==> src/rtl/cp0_exc_ctrl.sv <==
// CP0 exception controller: prioritises exceptions and interrupts, updates EPC/Cause/Status/BadVAddr, and provides MTC0/MFC0 access.
// Latency: commit at edge T, flush is high in cycle T+1 and redirect_valid in cycle T+2; MFC0 read data is combinational.
// Backpressure: busy is high in FLUSH and REDIRECT, upstream must stall commit, and commit_valid is ignored while busy.
module cp0_exc_ctrl #(
   parameter logic [31:0] EXC_VECTOR = 32'hBFC0_0380,
   parameter logic [31:0] STATUS_RST = 32'h0040_0000
) (
   input  logic        clk,
   input  logic        rst_n,
   input  logic        commit_valid,
   input  logic        addr_err_f,
   input  logic        cache_err_f,
   input  logic        bus_err_f,
   input  logic        cp0_unused,
   input  logic        instr_undefine,
   input  logic        overflow,
   input  logic        trap,
   input  logic        syscall,
   input  logic        break_point,
   input  logic        addr_err_m,
   input  logic        cache_err_m,
   input  logic        bus_err_m,
   input  logic        mem_is_store,
   input  logic [31:0] pc_m,
   input  logic        in_delay_slot,
   input  logic [31:0] bad_vaddr_in,
   input  logic        eret,
   input  logic [5:0]  hw_int,
   input  logic        cp0_we,
   input  logic [4:0]  cp0_addr,
   input  logic [31:0] cp0_wdata,
   output logic [31:0] cp0_rdata,
   output logic        flush,
   output logic        redirect_valid,
   output logic [31:0] redirect_pc,
   output logic        busy
);

   typedef enum logic [1:0] {IDLE, FLUSH, REDIRECT} state_t;

   state_t      state_q, state_d;
   logic [31:0] epc_q, cause_q, status_q, badv_q, tgt_q;
   logic        any_flag, int_pending, take_exc, take_eret, do_mtc0;
   logic        badv_from_pc, badv_from_mem;
   logic [4:0]  exc_code;

   // Interrupt is pending when an unmasked IP line is set, IE=1 and EXL=0.
   assign int_pending = (|({hw_int, cause_q[9:8]} & status_q[15:8])) & status_q[0] & ~status_q[1];

   assign any_flag = addr_err_f | cache_err_f | bus_err_f | cp0_unused | instr_undefine |
                     overflow | trap | syscall | break_point | addr_err_m | cache_err_m | bus_err_m;

   assign take_exc  = (state_q == IDLE) & commit_valid & (any_flag | int_pending);
   assign take_eret = (state_q == IDLE) & commit_valid & eret & ~take_exc;
   assign do_mtc0   = (state_q == IDLE) & commit_valid & cp0_we & ~take_exc & ~take_eret;

   // Fixed-priority pick of the winning ExcCode; also selects the BadVAddr source.
   always_comb begin
      exc_code      = 5'd0;
      badv_from_pc  = 1'b0;
      badv_from_mem = 1'b0;
      if      (addr_err_f)     begin exc_code = 5'd4; badv_from_pc = 1'b1; end
      else if (cache_err_f)    exc_code = 5'd30;
      else if (bus_err_f)      exc_code = 5'd6;
      else if (cp0_unused)     exc_code = 5'd11;
      else if (instr_undefine) exc_code = 5'd10;
      else if (overflow)       exc_code = 5'd12;
      else if (trap)           exc_code = 5'd13;
      else if (syscall)        exc_code = 5'd8;
      else if (break_point)    exc_code = 5'd9;
      else if (addr_err_m)     begin exc_code = mem_is_store ? 5'd5 : 5'd4; badv_from_mem = 1'b1; end
      else if (cache_err_m)    exc_code = 5'd30;
      else if (bus_err_m)      exc_code = 5'd7;
      else                     exc_code = 5'd0;
   end

   // State register.
   always_ff @(posedge clk or negedge rst_n) begin
      if (!rst_n) state_q <= IDLE;
      else        state_q <= state_d;
   end

   // Next state and sequencing outputs.
   always_comb begin
      state_d        = state_q;
      flush          = 1'b0;
      redirect_valid = 1'b0;
      redirect_pc    = 32'd0;
      busy           = 1'b0;
      case (state_q)
         IDLE:     if (take_exc || take_eret) state_d = FLUSH;
         FLUSH:    begin flush = 1'b1; busy = 1'b1; state_d = REDIRECT; end
         REDIRECT: begin
            redirect_valid = 1'b1;
            redirect_pc    = tgt_q;
            busy           = 1'b1;
            state_d        = IDLE;
         end
         default:  state_d = IDLE;
      endcase
   end

   // CP0 register updates: exception entry wins over ERET, which wins over MTC0.
   always_ff @(posedge clk or negedge rst_n) begin
      if (!rst_n) begin
         epc_q    <= 32'd0;
         cause_q  <= 32'd0;
         status_q <= STATUS_RST;
         badv_q   <= 32'd0;
         tgt_q    <= 32'd0;
      end else begin
         cause_q[15:10] <= hw_int;
         if (take_exc) begin
            cause_q[6:2] <= exc_code;
            if (!status_q[1]) begin
               epc_q       <= in_delay_slot ? (pc_m - 32'd4) : pc_m;
               cause_q[31] <= in_delay_slot;
            end
            status_q[1] <= 1'b1;
            if (badv_from_pc)       badv_q <= pc_m;
            else if (badv_from_mem) badv_q <= bad_vaddr_in;
            tgt_q <= EXC_VECTOR;
         end else if (take_eret) begin
            status_q[1] <= 1'b0;
            tgt_q       <= epc_q;
         end else if (do_mtc0) begin
            case (cp0_addr)
               5'd12:   status_q     <= cp0_wdata;
               5'd13:   cause_q[9:8] <= cp0_wdata[9:8];
               5'd14:   epc_q        <= cp0_wdata;
               default: ;
            endcase
         end
      end
   end

   // MFC0 read mux; unimplemented numbers read zero.
   always_comb begin
      cp0_rdata = 32'd0;
      case (cp0_addr)
         5'd8:    cp0_rdata = badv_q;
         5'd12:   cp0_rdata = status_q;
         5'd13:   cp0_rdata = cause_q;
         5'd14:   cp0_rdata = epc_q;
         default: cp0_rdata = 32'd0;
      endcase
   end

endmodule

==> config.mk <==
export PLATFORM = sky130hd
export DESIGN_NAME = cp0_exc_ctrl
export DESIGN_NICKNAME = d
export VERILOG_FILES = /design/src/rtl/cp0_exc_ctrl.sv
export SDC_FILE = /design/constraint.sdc
export NUM_CORES = 1
export LEC_CHECK = 0
export BUFFER_PORTS_ARGS = -buffer_cell sky130_fd_sc_hd__buf_4
export CORE_UTILIZATION = 58
export DETAILED_ROUTE_END_ITERATION = 10
export HOLD_SLACK_MARGIN = 0.15
export PLACE_DENSITY = 0.95
export REMOVE_ABC_BUFFERS = 1
export SYNTH_ARGS = -nofsm -noshare
export SYNTH_HDL_FRONTEND = slang
export SYNTH_SLANG_ARGS = --single-unit
==> constraint.sdc <==
create_clock -name clk -period 8.93 [get_ports clk]
set_clock_uncertainty 0.15 [all_clocks]
set_input_delay 2.679 -clock clk [delete_from_list [all_inputs] [get_ports clk]]
set_output_delay 2.679 -clock clk [all_outputs]
set_load 0.005 [all_outputs]
==> impl_metrics.env <==
export IMPL_reg2reg_slack_ns=5.87
export IMPL_fmax_mhz=135
export IMPL_grt_remaining_overflow=0
export IMPL_synth_top_family_by_area="compound AO/OA/AOI/OAI gates"
export IMPL_synthCells=756
export IMPL_status="finished, final reports clean"
export IMPL_rsz0062_at_grt="false"
export IMPL_drv_cap=0
export IMPL_die_area_sq_mm=0.0137
export IMPL_drtIter0Drc=868
export IMPL_grt_antenna_before_repair=0
export IMPL_vias=7189
export IMPL_gp_congestion=0.844
export IMPL_vias_per_cell=6.49
export IMPL_start_util_pct=60.0
export IMPL_wire_per_inst_um=21.6
export IMPL_htree_levels=4
export IMPL_cp_start_kind="input port"
export IMPL_hold_buffers=0
export IMPL_ys_async_sr_fraction_pct=100
export IMPL_area_growth_syn_to_layout_pct=27.7
export IMPL_synth_edff_count=0
export IMPL_tritoncts="yes"
export IMPL_final_setup_viol_count=0
export IMPL_tightest_slew_ns=1.28
export IMPL_chipWidth_um=117
export IMPL_synth_compound_area_share_pct=18.2
export IMPL_path_common_cell="buf_4"
export IMPL_num_rows=41
export IMPL_yosys_area_share_simple_pct=16.2
export IMPL_leakagePower_nw=4.62
export IMPL_dieHeight_um=117
export IMPL_slew_headroom_pct=14.3
export IMPL_hold_ws_ns=0.349
export IMPL_end_kind="primary output"
export IMPL_postCtsSetupBuffers=0
export IMPL_num_fill_cells=861
export IMPL_grtUsageTotal_pct=36.0
export IMPL_crit_chain="buf_4, nand3b_1, nor3b_2, a22oi_1, nand2_1, buf_4"
export IMPL_yosys_register_bits=144
export IMPL_vdd_drop_max_mv=0.167
export IMPL_layout_nets=1053
export IMPL_core_area_sq_mm=0.0128
export IMPL_seq_area_frac_synth_pct=47.1
export IMPL_cts_inserted_buffers=17
export IMPL_syn_area_per_cell_sq_um=10.1
export IMPL_layout_drive_gt1_share_pct=30.4
export IMPL_ys_flop_type="dfrtp_1"
export IMPL_instances_no_fill=1107
export IMPL_clk_latency_ns=0.42
export IMPL_drtPass1Iterations=7
export IMPL_min_period_over_period_pct=83.0
export IMPL_antenna_cells=0
export IMPL_wl_um=23900
export IMPL_ant_nets=0
export IMPL_syn_area_sq_mm=0.00766
export IMPL_critPathMaxStageDelay_ns=1.04
export IMPL_grt_pass1_vias=7068
export IMPL_clock_sinks=144
export IMPL_grt_max_degree=79
export IMPL_hp_class="flip-flop to flip-flop"
export IMPL_powerDensity_mw_per_mm2=223
export IMPL_hold_viol=0
export IMPL_setup_tns_ns=0
export IMPL_io_pins=193
export IMPL_yosysWarnings=18
export IMPL_synth_xor_area_share_pct=1.49
export IMPL_drc=0
export IMPL_crit_type="input port to primary output"
export IMPL_clk_pin_slew_ns=0.05
export IMPL_worst_path_max_fanout=15
export IMPL_synthAdderAreaFrac_pct=0.817
export IMPL_postCtsResizedCells=0
export IMPL_synth_mux_area_share_pct=11.8
export IMPL_dp_hpwl_um=15700
export IMPL_slew_viol_final=0
export IMPL_critPathSlowestCell="nor3b_2"
export IMPL_required_ns=6.10
export IMPL_clock_path_buffers=2
export IMPL_ys_types=54
export IMPL_grt_first_pass_wirelength_um=36200
export IMPL_place_port_buffers=192
export IMPL_crit_arrival_ns=4.58
export IMPL_place_inst=1075
export IMPL_cts_root_buf="clkbuf_16"
export IMPL_finalCriticalPeriod_ns=7.41
[cells in the final DEF (no fill, tap or decap), types with 12 or more instances in the layout]
| cell | count |
|---|---|
| a21oi_1 | 34 |
| a222oi_1 | 18 |
| a22o_1 | 21 |
| a22oi_1 | 32 |
| and2_1 | 34 |
| buf_4 | 202 |
| clkbuf_16 | 17 |
| dfrtp_1 | 143 |
| inv_1 | 26 |
| mux2_2 | 37 |
| mux2i_1 | 49 |
| nand2_1 | 32 |
| nand3_1 | 36 |
| nor2_1 | 61 |
| nor3_1 | 22 |
| nor4_1 | 16 |
| o21ai_0 | 17 |
| o22a_1 | 12 |
| o31ai_1 | 19 |
[path summary, 6_finish.rpt]
| path | from | to | depth (start not counted) |
|---|---|---|---|
| max | cp0_addr[4] | cp0_rdata[31] | 6 |
| min | tgt_q[7] | tgt_q[7] | 1 |
| max reg2reg | state_q[0] | epc_q[15] | 9 |
| min reg2reg | tgt_q[7] | tgt_q[7] | 1 |
| max in group asynchronous | rst_n | status_q[20] | 2 |
| min in group asynchronous | rst_n | tgt_q[1] | 1 |
[Yosys cell counts, types with 21 or more instances]
library cell | number | area (sq um)
mux2_2 | 37 | 417
a22o_1 | 21 | 184
nor3_1 | 23 | 115
a22oi_1 | 33 | 248
and2_1 | 34 | 213
dfrtp_1 | 143 | 3580
nor2_1 | 62 | 233
mux2i_1 | 49 | 490
nand2_1 | 32 | 120
inv_1 | 26 | 97.6
clkbuf_1 | 40 | 150
nand3_1 | 36 | 180
a21oi_1 | 35 | 175
[sequential cells by signal (all words and copies together), names as in the netlist]
name,count
badv_q,32
epc_q,32
status_q,32
tgt_q,32
cause_q,14
state_q,2
[per-layer routing]
metal | global-route usage [%] | part of all wire, %
met1 | 44.0 | 38
met4 | 18.7 | 3.0
met3 | 8.03 | 9.2
met5 | 0 | 0
met2 | 60.0 | 50
[metrics by stage]
| stage | instance area [sq um] | utilization (%) | setup WS [ns] | power, mW |
|---|---|---|---|---|
| detailed placement | 9220 | 72.2 | 1.60 | 1.49 |
| floorplan | 7420 | - | 0.515 | 1.21 |
| CTS | 9790 | 76.6 | 1.58 | 2.18 |
| finish | 9790 | 76.6 | 1.52 | 2.18 |
| global placement | 9220 | 72.2 | 1.73 | 1.45 |
| global route | 9790 | 76.6 | 1.44 | 2.29 |
[cell families after synthesis]
group,count (synthesis)
xor+xnor,13
compound gates,188
flops,144
buf+inv,82
fa+ha+maj,5
simple gates,238
mux,86
[worst max-delay path: cells and delay by family]
family          cells  cell delay [ns]
simple gates        3             1.46
buf+inv             2             0.24
compound gates      1             0.20
[power breakdown]
part           internal, mW  switching, mW
clock                 0.432          0.262
combinational         0.244          0.313
sequential            0.811          0.121
[layout make-up]
type	count	area (sq um)	area share (%)
flip-flops and latches	144	3600	36.8
multi-input cells	530	3770	38.5
clock inverters	6	80.1	0.818
inverters	26	97.6	0.997
repair buffers	203	1530	15.6
well taps	172	215	2.20
clock buffers	26	489	5.00
No activity file was read; power rests on OpenSTA's default activity.
